## src/rtl/merge_cfg_ctrl.sv

```systemverilog
// Runtime configuration controller for the merge network: stages per-router config words in
// shadow registers and swaps them into the active vectors once the network has drained.
module merge_cfg_ctrl #(
  parameter int unsigned NOC_WIDTH     = 3,
  parameter int unsigned NOC_HEIGHT    = 3,
  parameter int unsigned DRAIN_CYCLES  = 4,
  parameter int unsigned DRAIN_TIMEOUT = 1024,
  localparam int unsigned NR           = NOC_WIDTH * NOC_HEIGHT
) (
  input  logic            clk,
  input  logic            rst,
  input  logic [15:0]     cfg_data_i,
  input  logic            cfg_valid_i,
  output logic            cfg_ready_o,
  input  logic [NR-1:0]   net_busy_i,
  output logic            inject_hold_o,
  output logic [NR*5-1:0] input_mask_o,
  output logic [NR*3-1:0] output_sel_o,
  output logic            cfg_done_o,
  output logic            cfg_err_o
);

  localparam int unsigned DcW = $clog2(DRAIN_CYCLES + 1);
  localparam int unsigned TcW = $clog2(DRAIN_TIMEOUT + 1);
  localparam logic [DcW-1:0] DcMax = DcW'(DRAIN_CYCLES);
  localparam logic [TcW-1:0] TcMax = TcW'(DRAIN_TIMEOUT);
  localparam logic [6:0] NrIdx = 7'(NR);

  typedef enum logic [1:0] {StIdle, StDrain, StApply, StRelease} state_e;

  state_e state_q, state_d;
  logic [DcW-1:0]  dcnt_q, dcnt_d;
  logic [TcW-1:0]  tcnt_q, tcnt_d;
  logic [NR*5-1:0] act_mask_q, act_mask_d, sh_mask_q, sh_mask_d;
  logic [NR*3-1:0] act_sel_q, act_sel_d, sh_sel_q, sh_sel_d;
  logic            ready_q, ready_d, hold_q, hold_d;
  logic            done_q, done_d, err_q, err_d;

  logic       cfg_commit;
  logic [6:0] cfg_idx;
  logic [4:0] cfg_mask;
  logic [2:0] cfg_sel;

  assign cfg_commit = cfg_data_i[15];
  assign cfg_idx    = cfg_data_i[14:8];
  assign cfg_mask   = cfg_data_i[7:3];
  assign cfg_sel    = cfg_data_i[2:0];

  always_comb begin
    state_d    = state_q;
    dcnt_d     = '0;
    tcnt_d     = '0;
    act_mask_d = act_mask_q;
    act_sel_d  = act_sel_q;
    sh_mask_d  = sh_mask_q;
    sh_sel_d   = sh_sel_q;
    done_d     = 1'b0;
    err_d      = 1'b0;

    unique case (state_q)
      StIdle: begin
        if (cfg_valid_i && ready_q) begin
          if (cfg_idx < NrIdx) begin
            for (int unsigned r = 0; r < NR; r++) begin
              if (cfg_idx == 7'(r)) begin
                sh_mask_d[r*5 +: 5] = cfg_mask;
                sh_sel_d[r*3 +: 3]  = cfg_sel;
              end
            end
          end else begin
            err_d = 1'b1;
          end
          if (cfg_commit) state_d = StDrain;
        end
      end
      StDrain: begin
        dcnt_d = (|net_busy_i) ? '0 : ((dcnt_q == DcMax) ? dcnt_q : dcnt_q + 1'b1);
        tcnt_d = (tcnt_q == TcMax) ? tcnt_q : tcnt_q + 1'b1;
        // A drain that completes on the timeout cycle still counts as success.
        if (dcnt_d == DcMax) begin
          state_d = StApply;
        end else if (tcnt_d == TcMax) begin
          sh_mask_d = act_mask_q;
          sh_sel_d  = act_sel_q;
          err_d     = 1'b1;
          state_d   = StRelease;
        end
      end
      StApply: begin
        act_mask_d = sh_mask_q;
        act_sel_d  = sh_sel_q;
        done_d     = 1'b1;
        state_d    = StRelease;
      end
      StRelease: state_d = StIdle;
      default:   state_d = StIdle;
    endcase

    ready_d = (state_d == StIdle);
    hold_d  = (state_d != StIdle);
  end

  always_ff @(posedge clk) begin
    if (rst) begin
      state_q    <= StIdle;
      dcnt_q     <= '0;
      tcnt_q     <= '0;
      act_mask_q <= '0;
      act_sel_q  <= '0;
      sh_mask_q  <= '0;
      sh_sel_q   <= '0;
      ready_q    <= 1'b1;
      hold_q     <= 1'b0;
      done_q     <= 1'b0;
      err_q      <= 1'b0;
    end else begin
      state_q    <= state_d;
      dcnt_q     <= dcnt_d;
      tcnt_q     <= tcnt_d;
      act_mask_q <= act_mask_d;
      act_sel_q  <= act_sel_d;
      sh_mask_q  <= sh_mask_d;
      sh_sel_q   <= sh_sel_d;
      ready_q    <= ready_d;
      hold_q     <= hold_d;
      done_q     <= done_d;
      err_q      <= err_d;
    end
  end

  assign cfg_ready_o   = ready_q;
  assign inject_hold_o = hold_q;
  assign input_mask_o  = act_mask_q;
  assign output_sel_o  = act_sel_q;
  assign cfg_done_o    = done_q;
  assign cfg_err_o     = err_q;

endmodule

```

## config.mk

```make
export PLATFORM = sky130hd
export DESIGN_NAME = merge_cfg_ctrl
export DESIGN_NICKNAME = d
export VERILOG_FILES = /design/src/rtl/merge_cfg_ctrl.sv
export SDC_FILE = /design/constraint.sdc
export NUM_CORES = 1
export LEC_CHECK = 0
export ABC_AREA = 1
export BUFFER_PORTS_ARGS = -buffer_cell sky130_fd_sc_hd__buf_2
export CORE_AREA = 5 5 119 121
export DETAILED_ROUTE_END_ITERATION = 10
export DIE_AREA = 0 0 124 126
export PLACE_DENSITY = 0.83
export SYNTH_ARGS = -nofsm -noshare
export SYNTH_HDL_FRONTEND = slang
export SYNTH_SLANG_ARGS = --single-unit
```

## constraint.sdc

```tcl
create_clock -name clk -period 3.2 [get_ports clk]
set_clock_uncertainty 0.1 [all_clocks]
set_input_delay 0 -clock clk [delete_from_list [all_inputs] [get_ports clk]]
set_output_delay 0 -clock clk [all_outputs]
set_load 0.01 [all_outputs]
```

Word level (Yosys, flattened, before mapping)
Cells that the tools add are included.
{ "word_totals": {"ff_bits": 164, "in_bits": 28, "out_inout_bits": 76} }
{ "op_classes": {"n_addsub": 2, "n_lt_le_gt_ge": 1, "n_eq_ne": 28, "mux": 42, "n_bitwise": 1, "n_reduce_logical": 17} }
{ "ops": {"columns": ["operator", "count"], "rows": [
  ["$mux 45", 4],
  ["$mux 27", 4],
  ["$pmux 45 s2", 1],
  ["$pmux 27 s2", 1],
  ["$reduce_and 6->1", 9],
  ["$mux 5", 9],
  ["$mux 3", 11],
  ["$eq 7x3->1 const B", 4],
  ["$ne 2x2->1 const B", 13],
  ["$eq 11x11->1 const B", 2],
  ["$eq 7x2->1 const B", 2],
  ["$add 11x1->11 const B", 1],
  ["$mux 11", 1],
  ["$reduce_or 9->1", 1],
  ["$mux 2", 4],
  ["$pmux 2 s4", 1],
  ["$eq 7x1->1 const B", 1],
  ["$eq 7x4->1 const B", 1],
  ["$logic_not 7->1", 1],
  ["$lt 7x4->1 const B", 1],
  ["$eq 3x3->1 const B", 2],
  ["$mux 1", 5],
  ["$eq 2x2->1 const B", 2],
  ["$logic_not 2->1", 2],
  ["other kinds (7)", 8]
]} }

Logic depth before layout (Yosys ltp)
Gate-level depths: netlist of the first run.
{ "logic_depth": {"depth_word": 7, "mapped_depth": 15, "mapped_depth_nobuf": 14} }

Least setup slack after synthesis of the first run
Ideal clock, no wire load.
{ "synth_path": {"path_type": "register -> register", "start": "register tcnt_q[0]", "end": "register sh_mask_q[0]", "t_arrival_ns": 1.848, "setup_slack_ns": 1.142, "path_stages_with_launch": 14, "n_path_buf": 2, "cell_sequence": "dfxtp_1 ha_1 inv_1 nor2_2 xnor2_1 nand3_1 nor2_2 nand3_2 nand2_4 buf_8 buf_6 nand4_1 nand2_1 nor2_1"} }
{ "synth_via": {"elab_chain_len": 5} }
{ "synth_lines": {"columns": ["item", "line_no", "text"], "rows": [
  ["start, declared", "33", "logic [TcW-1:0] tcnt_q, tcnt_d;"],
  ["start signal, assigned", "119", "tcnt_q <= tcnt_d;"],
  ["$add 11x1->11 or $eq 11x11->1 (tied branches)", "78", "tcnt_d = (tcnt_q == TcMax) ? tcnt_q : tcnt_q + 1'b1;"],
  ["$mux 11 *", "78", null],
  ["$eq 11x11->1 *", "82", "end else if (tcnt_d == TcMax) begin"],
  ["$ne 2x2->1 (no source line) *", null, null],
  ["$reduce_and 6->1 (no source line) *", null, null],
  ["end signal, assigned", "122", "sh_mask_q <= sh_mask_d;"],
  ["end, declared", "34", "logic [NR*5-1:0] act_mask_q, act_mask_d, sh_mask_q, sh_mask_d;"]
]} }
Every way passes the cells marked *; elsewhere a longest branch is shown, timed or not.
A chain may end at the register's enable or synchronous reset.

Worst setup path in the final report of the first run
{ "layout_path": {"start": "input port net_busy_i[6]", "end": "register sh_sel_q[5]"} }
{ "layout_via": {"elab_chain_len": 5} }
{ "layout_lines": {"columns": ["item", "line_no", "text"], "rows": [
  ["start, declared", "15", "input logic [NR-1:0] net_busy_i,"],
  ["$reduce_or 9->1", "77", "dcnt_d = (|net_busy_i) ? '0 : ((dcnt_q == DcMax) ? dcnt_q : dcnt_q + 1'b1);"],
  ["$mux 3", "77", null],
  ["$eq 3x3->1", "80", "if (dcnt_d == DcMax) begin"],
  ["$ne 2x2->1 (no source line)", null, null],
  ["$reduce_and 6->1 (no source line)", null, null],
  ["end signal, assigned", "123", "sh_sel_q <= sh_sel_d;"],
  ["end, declared", "35", "logic [NR*3-1:0] act_sel_q, act_sel_d, sh_sel_q, sh_sel_d;"]
]} }
No other way between the ends.

==> impl_summary.md, run 1 <==
Status
The flow ran to the end, and the final reports show no timing, DRC or antenna violations.

Setup path
In this run the critical register-to-register path is launched from state_q[0]. The arrival time at the worst endpoint is 3.21 ns. In this run the register-to-register setup slack is 0.23 ns. The data required time at the worst endpoint is 3.42 ns.

The most critical setup path has its startpoint at net_busy_i[6]. In this run the worst path has a maximum fanout of 15. The critical path is of the input port to register type.

STA classifies the critical path endpoint as a register. The worst setup path is launched from an input port.

Floorplanning
The die covers 15,600 um2. The initial utilization of the core area, before any placement, comes to 0.602. During I/O placement, the number of pins put on the boundary was 104.

The initialized floorplan defines 42 standard-cell rows. The y dimension of the die is 126 um. The floorplan step set the die width to 124 um. The placeable core region is 13,000 um2.

Clock network
The cell chosen for the clock root is sky130_fd_sc_hd__clkbuf_16. The maximum clock insertion buffer count is 2. The later-pin clock latency in the skew report is 0.43 ns. The count of buffers added by post-CTS timing repair for setup is 0. TritonCTS built the clock tree. The H-tree depth is 4. The count of clock tree sinks is 164. The register clock-pin slew on the reported worst setup and hold paths is 0.06 ns. TritonCTS created 17 clock buffers.

STA
Across all hold checks on the routed design, the worst slack comes to 0.0922 ns. Setup violations remaining at the end of the flow were counted as 0. Of the available clock period, the critical path in the final layout requires 0.933. The pin slew with the least headroom to its limit is 0.820 ns. The max-slew headroom at the worst pin is 0.450. The final number of hold-violating endpoints was 0. The timing-limited maximum frequency is 335 MHz.

Setup repair after global routing left no endpoint under its margin. The total negative slack for setup checks is 0 ns. The routed design could run at a clock period as short as 2.99 ns. The max-slew violation total from the final report is 0.

Global routing
The overall fraction of global-route tracks in use is 0.266. The number of global-route vias before repair is 6,823. The number of antenna violations at the first check in global routing is 0. Entering global routing, the biggest net connects 95 pins. The wire length of the first global-routing pass is 33,200 um. Summed over all layers, the global routing overflow is 0.

Power
The net switching component of the power is 1150 uW. For this design the ratio of total power to cell area is 500 nW/um2. The internal power consumption is 3420 uW. Of the total power, the share spent switching nets is 0.252. The total power is 4570 uW.

The share of total power dissipated in sequential elements is 0.456. The share of total power dissipated in the clock network is 0.441. Of the total power, combinational logic draws 0.103. In this run the static leakage power is 0.00464 uW. Across the VDD grid, the largest voltage drop is 320 uV.

Routing
The wire length per cell after detailed routing is 14.0 um. The first-pass iteration count of the detailed router is 6. The initial detailed-routing violation count is 774. The count of unresolved DRC violations after routing is 0. Once detail routing completed, the nets flagged for antenna violations numbered 0. Across all layers, the routed design uses 7,661 vias. The per-cell via count in the routed design is 5.16. The final layout contains routed wiring with a total length of 20,800 um.

Logic synthesis
The sequential area share after synthesis is 0.420. The cell area that synthesis handed to floorplanning was 7820 um2. The number of instances in the synthesized netlist is 1,200. Synthesis inferred 164 register bits.

The Yosys warning count is 0. The net count of the mapped netlist is 1,232. The mean post-synth cell area is 6.52 um2. Counting distinct cell types in the post-synthesis netlist gives 31.

Layout
The final layout contains 1,328 nets. The utilization of the core after routing is 0.705. The count of inserted antenna diode cells is 0. Of the cells placed in the final design, the portion with a size suffix greater than 1 is 0.132. Fill cells in the final layout number 1,099. The area growth from synthesis to layout is 17.0%.

Flow run
The max-cap check violation count is 0.

Placement
Port buffering added 103 buffers. The placer congestion estimate is 0.908. The HPWL after detailed placement is 13,100 um.

Hold path
The class of the worst hold path is input port to register. The worst hold path begins at cfg_valid_i.
==> state kept, by name (all words and copies together) (netlist names) <==
register	count
cfg_done_o	1
cfg_err_o	1
cfg_ready_o	1
dcnt_q	3
inject_hold_o	1
input_mask_o	45
output_sel_o	27
sh_mask_q	45
sh_sel_q	27
state_q	2
tcnt_q	11
==> kinds of logic after synthesis <==
logic type / after synthesis / synth area share
AO/OA/AOI/OAI: 166 / 0.109
XOR/XNOR: 4 / 0.00448
adder cells (fa/ha/maj): 4 / 0.00640
AND/OR/NAND/NOR: 558 / 0.304
buffers and inverters: 304 / 0.155
flip-flops: 164 / 0.420
==> through the flow <==
| step | worst slack, ns | instances | area, um2 |
|---|---|---|---|
| 3_3_place_gp | 0.796 | 1444 | 8470 |
| 3_5_place_dp | 0.699 | 1444 | 8470 |
| 2_1_floorplan | 1.14 | 1200 | 7820 |
| 4_1_cts | 0.251 | 1485 | 9150 |
| 5_1_grt | 0.0302 | 1485 | 9150 |
| 6_report | 0.215 | 1485 | 9150 |
==> area by class of cell <==
type                            count  area [um2]  area share
Timing Repair Buffer              135         803      0.0878
Clock buffer                       23         478      0.0523
Tap cell                          176         220      0.0241
Sequential cell                   164        3280       0.359
Clock inverter                      9         103      0.0112
Multi-Input combinational cell    732        3340       0.365
Inverter                          246         925       0.101
==> layer usage <==
layer	part of all wire	GRT usage	vias up	wire length (um)
met2	0.47	0.424	319	9810
met4	0.018	0.0966	0	384
met3	0.081	0.0543	30	1680
met5	0	0	-	0
met1	0.43	0.355	3423	8890
li1	-	-	3889	-
==> cells in the mapped netlist <==
| master | instances | area share |
|---|---|---|
| sky130_fd_sc_hd__o21ai_0 | 78 | 0.050 |
| sky130_fd_sc_hd__inv_1 | 244 | 0.12 |
| sky130_fd_sc_hd__nor2_1 | 106 | 0.051 |
| sky130_fd_sc_hd__inv_2 | 1 | 0.00048 |
| sky130_fd_sc_hd__o21ai_1 | 6 | 0.0038 |
| sky130_fd_sc_hd__nand2_1 | 334 | 0.16 |
| sky130_fd_sc_hd__buf_2 | 8 | 0.0051 |
| sky130_fd_sc_hd__o31ai_1 | 1 | 0.00096 |
| sky130_fd_sc_hd__o21bai_1 | 1 | 0.00096 |
| sky130_fd_sc_hd__o41ai_2 | 1 | 0.0021 |
| sky130_fd_sc_hd__clkbuf_1 | 31 | 0.015 |
| sky130_fd_sc_hd__dfxtp_1 | 164 | 0.42 |
| sky130_fd_sc_hd__nor4_1 | 1 | 0.00080 |
| sky130_fd_sc_hd__nor3_1 | 1 | 0.00064 |
| sky130_fd_sc_hd__a21oi_1 | 76 | 0.049 |
| sky130_fd_sc_hd__nor2_2 | 7 | 0.0056 |
| sky130_fd_sc_hd__nand3_2 | 1 | 0.0013 |
| sky130_fd_sc_hd__buf_8 | 1 | 0.0019 |
| sky130_fd_sc_hd__clkinv_1 | 1 | 0.00048 |
| sky130_fd_sc_hd__a31oi_1 | 1 | 0.00080 |
| sky130_fd_sc_hd__nand3_4 | 1 | 0.0022 |
| sky130_fd_sc_hd__xnor2_1 | 2 | 0.0022 |
| sky130_fd_sc_hd__buf_1 | 11 | 0.0053 |
| sky130_fd_sc_hd__nand2_4 | 1 | 0.0014 |
| sky130_fd_sc_hd__o21ai_2 | 2 | 0.0022 |
| sky130_fd_sc_hd__nand3_1 | 25 | 0.016 |
| sky130_fd_sc_hd__ha_1 | 4 | 0.0064 |
| sky130_fd_sc_hd__buf_6 | 7 | 0.010 |
| sky130_fd_sc_hd__nand4_1 | 79 | 0.063 |
| sky130_fd_sc_hd__xor2_1 | 2 | 0.0022 |
| sky130_fd_sc_hd__nand3b_1 | 2 | 0.0019 |
==> critical path: stages <==
cell	delay, ns
sky130_fd_sc_hd__dlygate4sd3_1	0.54
sky130_fd_sc_hd__buf_2	0.12
sky130_fd_sc_hd__nor2_1	0.07
sky130_fd_sc_hd__dlygate4sd3_1	0.55
sky130_fd_sc_hd__nand4_1	0.11
sky130_fd_sc_hd__dlygate4sd3_1	0.60
sky130_fd_sc_hd__nor2_2	0.15
sky130_fd_sc_hd__nand4_1	0.14
sky130_fd_sc_hd__nand2_1	0.11
sky130_fd_sc_hd__inv_2	0.09
sky130_fd_sc_hd__buf_4	0.21
sky130_fd_sc_hd__nand3_1	0.19
sky130_fd_sc_hd__buf_4	0.18
sky130_fd_sc_hd__nand2_1	0.05
sky130_fd_sc_hd__inv_1	0.05
sky130_fd_sc_hd__nor2_1	0.04
==> cell usage in the layout (no fill, tap or decap), types with 2 or more instances in the layout <==
| cell | synthesis | routed |
|---|---|---|
| sky130_fd_sc_hd__buf_2 | 8 | 103 |
| sky130_fd_sc_hd__dlygate4sd3_1 | 0 | 9 |
| sky130_fd_sc_hd__buf_4 | 0 | 21 |
| sky130_fd_sc_hd__nand3b_1 | 2 | 2 |
| sky130_fd_sc_hd__inv_1 | 244 | 243 |
| sky130_fd_sc_hd__dfxtp_1 | 164 | 164 |
| sky130_fd_sc_hd__nand4_1 | 79 | 79 |
| sky130_fd_sc_hd__ha_1 | 4 | 4 |
| sky130_fd_sc_hd__clkbuf_8 | 0 | 3 |
| sky130_fd_sc_hd__xor2_1 | 2 | 2 |
| sky130_fd_sc_hd__nand2_1 | 334 | 334 |
| sky130_fd_sc_hd__clkbuf_1 | 31 | 3 |
| sky130_fd_sc_hd__o21ai_0 | 78 | 78 |
| sky130_fd_sc_hd__nor2_2 | 7 | 7 |
| sky130_fd_sc_hd__clkinv_4 | 0 | 2 |
| sky130_fd_sc_hd__a21oi_1 | 76 | 76 |
| sky130_fd_sc_hd__nand3_1 | 25 | 25 |
| sky130_fd_sc_hd__o21ai_1 | 6 | 6 |
| sky130_fd_sc_hd__clkbuf_16 | 0 | 17 |
| sky130_fd_sc_hd__clkinv_2 | 0 | 6 |
| sky130_fd_sc_hd__bufinv_16 | 0 | 2 |
| sky130_fd_sc_hd__inv_2 | 1 | 2 |
| sky130_fd_sc_hd__buf_12 | 0 | 2 |
| sky130_fd_sc_hd__nor2_4 | 0 | 2 |
| sky130_fd_sc_hd__o21ai_2 | 2 | 2 |
| sky130_fd_sc_hd__nor2_1 | 106 | 104 |
| sky130_fd_sc_hd__xnor2_1 | 2 | 2 |
==> path summary, 6_finish.rpt <==
check / depth (start not counted) / to
hold reg to reg: 2 / input_mask_o[24]
setup / recovery: 16 / sh_sel_q[5]
hold / removal: 7 / state_q[0]
setup reg to reg: 6 / dcnt_q[0]
==> power by group through the flow <==
stage	logic, uW	clock network [uW]	registers, uW
after floorplan	319	0	2130
after global placement	441	0	2130
after detailed placement	450	0	2130
after CTS	462	2030	2090
after global routing	524	2110	2090
final	469	2020	2090
==> repair_timing <==
action	CTS	global route
endpoints found under the hold margin	9	0
hold buffers	9	0
resized for setup	0	1
endpoints found under the setup margin	0	7
Note: power is estimated with default switching activity, not from simulation.
==> run 2, diff against run 1 <==
--- a/config.mk
+++ b/config.mk
@@ -5,11 +5,10 @@
 export SDC_FILE = /design/constraint.sdc
 export NUM_CORES = 1
 export LEC_CHECK = 0
-export ABC_AREA = 1
 export BUFFER_PORTS_ARGS = -buffer_cell sky130_fd_sc_hd__buf_2
-export CORE_AREA = 5 5 119 121
+export CORE_AREA = 5 5 114 116
 export DETAILED_ROUTE_END_ITERATION = 10
-export DIE_AREA = 0 0 124 126
+export DIE_AREA = 0 0 119 121
 export PLACE_DENSITY = 0.83
 export SYNTH_ARGS = -nofsm -noshare
 export SYNTH_HDL_FRONTEND = slang
==> run 2 against run 1 <==
Maximum frequency rose by 0.12%. Wire length fell by 10%. Final cell count fell by 26%. Worst setup slack improved by 0.0036 ns.
==> impl_summary.md, run 2 <==
Routing
The wire length after detailed routing is 18,600 um. The initial detailed-routing violation count is 662. The overall via count from detail_route is 6,535. The first-pass iteration count of the detailed router is 5. Using the TritonRoute via totals, the vias-per-cell ratio works out to 5.91. The count of nets left with antenna violations once routing finished came out at 0. In the final routed layout, each cell accounts on average for 16.8 um. The count of unresolved DRC violations after routing is 0.

Logic synthesis
After synthesis, the cell types taking the most area are sky130_fd_sc_hd__dfxtp_1 47%, sky130_fd_sc_hd__nand2_1 8.8%, sky130_fd_sc_hd__a21oi_1 7.8%. For this run, the register share of the synthesized area comes to 0.466. The synthesized area is 7050 um2.

When the netlist entered floorplanning its net count stood at 892. The number of enable flip-flop cells after synthesis is 0. The number of instances in the synthesized netlist is 860.

The share of flip-flops with an asynchronous set or reset after synthesis is 0. Counting distinct cell types in the post-synthesis netlist gives 43. The biggest area contributor in the post-synthesis netlist is sky130_fd_sc_hd__dfxtp_1. The Yosys warning count is 0. The commonest register cell after synthesis is sky130_fd_sc_hd__dfxtp_1. By count the netlist is led by 166 x sky130_fd_sc_hd__nand2_1, 164 x sky130_fd_sc_hd__dfxtp_1, 110 x sky130_fd_sc_hd__a21oi_1. The most instantiated library cell after synthesis is sky130_fd_sc_hd__nand2_1. In this run, synthesis produced a sequential element count of 164. The mean post-synth cell area is 8.20 um2.

The share of the synthesized area in the top cell type is 0.466.

Layout
For this run, the share of the core covered by cells in the final layout is 0.706. The library cell used most frequently in the layout, excluding fill and tap cells, is sky130_fd_sc_hd__nand2_1. Summing all non-filler instances in the final layout gives an area of 8340 um2. The count of nets after finishing is 978.

The area added between synthesis and finish is 18.3%. Fill cells in the final layout number 901. The count of inserted antenna diode cells is 0. Excluding fillers, the count of instances in the completed layout stands at 1,105.

In the layout the commonest cells are 165 x sky130_fd_sc_hd__nand2_1, 164 x sky130_fd_sc_hd__dfxtp_1, 110 x sky130_fd_sc_hd__a21oi_1. In the final layout, the share of cells above drive strength 1 is 0.193.

Floorplanning
The floorplan die area is 14,400 um2. The floorplan has 40 rows. The placeable core region is 11,800 um2. The boundary pin count is 104.

The die is 121 um tall. The initial core utilization is 0.597. The floorplan step set the die width to 119 um.

STA
The timing-limited maximum frequency is 335 MHz. For the pin with the worst max-slew slack, the measured transition is 0.862 ns. The period utilization is 0.932. The worst path needs 2.98 ns of the cycle, external delays included. The max-slew headroom at the worst pin is 0.425. The max-slew violation total from the final report is 0. The count of endpoints failing setup in the final report is 0. The total negative slack for setup checks is 0 ns. The final number of hold-violating endpoints came to 0.

Setup repair after global routing left no endpoint under its margin.

Power
The total power is 4280 uW. The net switching component of the power is 993 uW. Of the total power, the share spent switching nets is 0.232. Of the total power, the clock network draws 0.457. Internal power comes to 3290 uW. VDD sags by at most 353 uV. For this design the ratio of total power to cell area is 513 nW/um2. The share of total power dissipated in sequential elements is 0.481.

The leakage power is 0.00320 uW. Of the total power, combinational logic draws 0.062.

Placement
The placed wire-length estimate is 12,200 um. Buffers placed on the I/O ports in this run total 103. At the end of routability-driven placement, the weighted congestion stood at 0.909. In this run the cell area measured after placement is 7640 um2. The number of placed instances, taps included, is 1,060.

Flow run
The tool flagged a number of max-cap violations equal to 0.

Setup path
Walking the worst path, the cells encountered are inv_1, ha_1, nand4bb_1, o211a_1, o31ai_1, a2111oi_4, buf_4, a21oi_1, a221oi_1. For the worst setup path, the data arrival time is 3.14 ns. The length in cells of the worst reg-to-reg path is 9.

On the worst path, the slowest cell contributes a delay of 0.69 ns. The type of the worst setup path is register to register. The flop-to-flop setup slack is 0.22 ns. Counting both buffers and inverters, the worst setup path holds a total of 2. The maximum fanout encountered on the critical timing path is 19.

At the worst endpoint, the required time is 3.35 ns. STA classifies the critical path startpoint as a register. The capture point of the worst reg-to-reg path is sh_sel_q[5].

On the critical path, the stage with the largest delay is an instance of sky130_fd_sc_hd__a21oi_1. The startpoint of the lowest-slack register-to-register path is dcnt_q[0]. Broken down by cell family, the worst path's largest delay share belongs to compound AO/OA/AOI/OAI gates.

The sort of element at the end of the critical path is a register.

Global routing
After global routing the overflow that remains totals 0. The number of antenna violations at the first check in global routing came to 0. The first global-routing pass estimated 30,900 um of wire.

The overall fraction of global-route tracks in use is 0.261. The number of global-route vias before repair is 6,319. Entering global routing, the biggest net connects 65 pins.

Clock network
The number of clock buffers inserted by TritonCTS is 17. TritonCTS built the clock tree. Clock-pin slew was measured on the worst setup and hold paths at 0.06 ns.

The cell chosen for the clock root is sky130_fd_sc_hd__clkbuf_16. The H-tree depth is 4. The later-pin clock latency in the skew report is 0.42 ns. The count of clock tree sinks is 164.

No sink is reached through more buffers than the 2 on the longest clock path. The count of buffers added by post-CTS timing repair for setup is 0.

Hold path
The class of the worst hold path is input port to register. The number of stages on the worst hold path is 5. The hold-critical path endpoint is state_q[0]. In this run the most critical hold path is launched from net_busy_i[3].

Status
The run finished with clean final reports.
run 2: worst min-delay path: cells and delay by family:
family                 cells  cell delay, ns
AO/OA/AOI/OAI              2            0.27
buffers and inverters      1            0.08
AND/OR/NAND/NOR            2            0.14
run 2: area by class of cell:
type	count	area, um2	share of cell area
repair buffers	130	793	0.0951
clock inverters	13	133	0.0159
clock buffers	18	429	0.0515
flip-flops and latches	164	3280	0.394
inverters	47	176	0.0212
well taps	147	184	0.0221
multi-input cells	586	3340	0.401
run 2: cells by family after synthesis:
family                     after synthesis  synth area share
AOI/OAI and AO/OA                      225             0.208
muxes                                   25            0.0392
DFF                                    164             0.466
xor gates and xnor gates                12            0.0149
buffers and inverters                  110            0.0623
adders and majority gates                4           0.00710
and+or+nand+nor                        320             0.203
run 2: per-stage QoR:
stage / hold WS, ns / worst slack, ns
after floorplan: 0.141 / 0.540
after global placement: 0.280 / 0.358
after detailed placement: 0.293 / 0.262
after CTS: 0.00271 / 0.245
after global routing: 0.0378 / 0.0411
final: 0.0134 / 0.218
run 2: what timing repair did:
item / 4_1_cts / 5_1_grt
resized for setup: 0 / 1
endpoints found under the setup margin: 0 / 1
hold buffers: 14 / 0
hold endpoints to repair: 31 / 0
run 2: layer usage:
metal / share of wire / wire length (um) / track usage / up-vias
met3: 0.073 / 1360 / 0.0653 / 36
li1: - / - / - / 3154
met5: 0 / 0 / 0 / -
met1: 0.43 / 8000 / 0.332 / 3088
met4: 0.020 / 371 / 0.0985 / 0
met2: 0.48 / 8880 / 0.427 / 257
run 2: worst max-delay path by stage:
stage          startpoint            to  depth (start not counted)
2_1_floorplan   tcnt_q[0]  sh_sel_q[25]                         10
3_3_place_gp    tcnt_q[0]   sh_sel_q[5]                          8
3_5_place_dp    dcnt_q[0]  sh_mask_q[7]                          9
4_1_cts         tcnt_q[0]   sh_sel_q[0]                          8
5_1_grt         dcnt_q[0]   sh_sel_q[5]                          9
6_report        dcnt_q[0]   sh_sel_q[5]                          9
run 2: power groups by stage:
| stage | sequential [uW] | combinational, uW | clock [uW] |
|---|---|---|---|
| final | 2060 | 264 | 1960 |
| after global placement | 2100 | 244 | 0 |
| after detailed placement | 2100 | 245 | 0 |
| after floorplan | 2100 | 169 | 0 |
| after CTS | 2060 | 259 | 1970 |
| after global routing | 2060 | 288 | 2070 |
==> run 3, diff against run 2 <==
==> config.mk (replaced) <==
export PLATFORM = sky130hd
export DESIGN_NAME = merge_cfg_ctrl
export DESIGN_NICKNAME = d
export VERILOG_FILES = /design/src/rtl/merge_cfg_ctrl.sv
export SDC_FILE = /design/constraint.sdc
export NUM_CORES = 1
export LEC_CHECK = 0
export CORE_AREA = 2 2 109 111
export DETAILED_ROUTE_END_ITERATION = 10
export DIE_AREA = 0 0 111 113
export DONT_BUFFER_PORTS = 1
export PLACE_DENSITY = 0.78
export SYNTH_ARGS = -nofsm -noshare
export SYNTH_HDL_FRONTEND = slang
export SYNTH_SLANG_ARGS = --single-unit
==> constraint.sdc (replaced) <==
create_clock -name clk -period 3.23 [get_ports clk]
set_clock_uncertainty 0.1 [all_clocks]
set_input_delay 0 -clock clk [delete_from_list [all_inputs] [get_ports clk]]
set_output_delay 0 -clock clk [all_outputs]
set_load 0.01 [all_outputs]
==> run 3 against run 2 <==
Maximum frequency up 3.0%. Clock power up 5%. Non-clock buffer count down 90. Register-to-register slack better by 0.12 ns. Critical path depth down 1. Sequential power about the same. Largest cell class unchanged. Core utilization up 0.38 points. Worst setup slack better by 0.12 ns. Flip-flop and latch count unchanged. Hold slack better by 0.012 ns.
==> impl_summary.md, run 3 (synthesis results as in run 2) <==
Floorplanning
The floorplan die area is 12,500 um2. The die is 113 um tall. The placeable core region is 11,300 um2. The boundary pin count is 104. The count of standard-cell rows is 39. The initial core utilization is 0.625.

The die width is 111 um.

Status
The run finished with clean final reports.

Setup path
The worst setup path is launched from a register. The sort of element at the end of the critical path is a register. The critical path is of the register to register type. The number of buffers and inverters on the critical path is 1. The maximum fanout encountered on the critical timing path is 16. The largest single stage delay on the critical path is 0.64 ns. Traced cell by cell, the critical path runs through ha_2, nand3_1, o21a_1, o22ai_1, a2111oi_4, buf_4, a21oi_1, a221oi_1. The cell family contributing the most delay on the critical path is compound AO/OA/AOI/OAI gates. The data required time at the worst endpoint is 3.41 ns. Data on the critical path arrives at its endpoint at 3.07 ns. Among all stages on the critical path, the largest delay is contributed by sky130_fd_sc_hd__a21oi_1.

STA
On the final layout, the worst hold slack is 0.0257 ns. The smallest clock period supported by the final layout is computed as 2.90 ns. The timing-limited maximum frequency is 345 MHz. Headroom to the max-slew limit came out at 0.397.

For the pin with the worst max-slew slack, the measured transition is 0.896 ns. Setup repair after global routing left no endpoint under its margin. The max-slew violation total from the final report is 0. In the finished design, the share of the clock period the worst path needs comes to 0.896. The final number of hold-violating endpoints is 0. The total negative slack for setup checks is 0 ns. Setup violations remaining at the end of the flow were counted as 0.

Hold path
The path class of the tightest hold or removal check is input port to register.

Routing
The first-pass iteration count of the detailed router is 7. The detailed router placed 6,378 vias in this run. In the final routed layout, each cell accounts on average for 19.3 um. For this block, the initial DRC count from the detailed router was 636. The per-cell via count in the routed design is 6.31. The count of unresolved DRC violations after routing is 0.

The detail route stage leaves a number of antenna-violating nets equal to 0. The wire length after detailed routing is 19,500 um.

Clock network
The maximum clock insertion buffer count is 2. The clock tree from TritonCTS is done. Clock tree synthesis found a total of 164 sinks. The number of clock buffers inserted by TritonCTS is 17. The count of buffers added by post-CTS timing repair for setup is 0. The register clock-pin slew on the reported worst setup and hold paths is 0.06 ns.

The H-tree depth is 4. In this run the clock root is driven by a sky130_fd_sc_hd__clkbuf_16. The clock reaches the later pin of the worst-skew pair after 0.43 ns.

Placement
At the end of routability-driven placement, the weighted congestion stood at 0.870. The count of buffers added on input and output ports is 0. The placed wire-length estimate is 12,400 um.

Global routing
Entering global routing, the biggest net connects 170 pins. The overflow left after global routing is 0. The number of global-route vias before repair is 6,135. The overall fraction of global-route tracks in use is 0.315.

The number of antenna violations at the first check in global routing is 0. The first global-routing pass estimated 31,500 um of wire.

Layout
In the layout the commonest cells are 165 x sky130_fd_sc_hd__nand2_1, 164 x sky130_fd_sc_hd__dfxtp_1, 110 x sky130_fd_sc_hd__a21oi_1. The commonest non-fill, non-tap cell in the layout is sky130_fd_sc_hd__nand2_1. The area added between synthesis and finish is 13.5%. At the end of the flow, the number of nets in the layout was 888. The fraction of final layout cells sized beyond drive strength 1 is 0.0911.

0 antenna diodes ended up in the layout.

Power
Dividing total power by cell area gives a power density of 545 nW/um2. The worst vdd rail ir drop is 491 uV. The analysis attributes to cell leakage a power of 0.00275 uW. Power comes to 4360 uW.

Flow run
The tool flagged a number of max-cap violations equal to 0.
## run 3: changes by cell type in the layout (fill, tap and decap cells not counted), sizes merged
cell	delta
bufinv	+1
buf	-104
inv	-1
clkinv	-7
clkinvlp	+1
clkbuf	+5
dlygate4sd3	+14
## run 3: tightest hold or removal path, cell delays in order
cell	delay [ns]
sky130_fd_sc_hd__and2_1	0.24
sky130_fd_sc_hd__a21oi_1	0.07
sky130_fd_sc_hd__nor2_1	0.08
sky130_fd_sc_hd__mux2_2	0.14
## run 3: final cells by class
type,count,area (um2)
inverters,47,176
clock buffers,23,478
fillers,860,3270
flip-flops and latches,164,3280
clock inverters,7,123
well taps,143,179
multi-input cells,586,3350
repair buffers,40,415
## run 3: per-stage QoR
| stage | setup WS (ns) | util | cells | area (um2) |
|---|---|---|---|---|
| after global placement | 0.452 | 0.629 | 951 | 7090 |
| after detailed placement | 0.368 | 0.629 | 951 | 7090 |
| after global routing | 0.0506 | 0.710 | 1010 | 8000 |
| final | 0.334 | 0.710 | 1010 | 8000 |
| after CTS | 0.303 | 0.710 | 1010 | 8000 |
| after floorplan | 0.570 | - | 860 | 7050 |
## run 3: routing by layer
layer / vias to the layer above / part of all wire / GRT usage
met5: - / 0 / 0
met4: 0 / 0.024 / 0.110
met3: 48 / 0.098 / 0.108
met2: 313 / 0.47 / 0.512
met1: 3036 / 0.41 / 0.393
li1: 2981 / - / -
## run 3: worst paths after layout
check | startpoint | endpoint | slack, ns | cells after the start
setup reg to reg | tcnt_q[0] | sh_mask_q[6] | 0.33 | 8
hold reg to reg | sh_mask_q[16] | input_mask_o[16] | 0.35 | 2
hold / removal | cfg_data_i[4] | sh_mask_q[11] | 0.03 | 4
setup / recovery | tcnt_q[0] | sh_mask_q[6] | 0.33 | 8
## run 3: timing repair
item / in CTS / in global routing
hold buffers: 29 / 0
setup endpoints to repair: 0 / 1
hold endpoints to repair: 164 / 0
resized for setup: 0 / 1
## run 3: report_power, final
| part | internal (uW) | switching (uW) | total [uW] | leakage (uW) |
|---|---|---|---|---|
| Clock | 1270 | 793 | 2060 | 0.000286 |
| Sequential | 2030 | 9.80 | 2040 | 0.00132 |
| Combinational | 89.6 | 167 | 257 | 0.00114 |
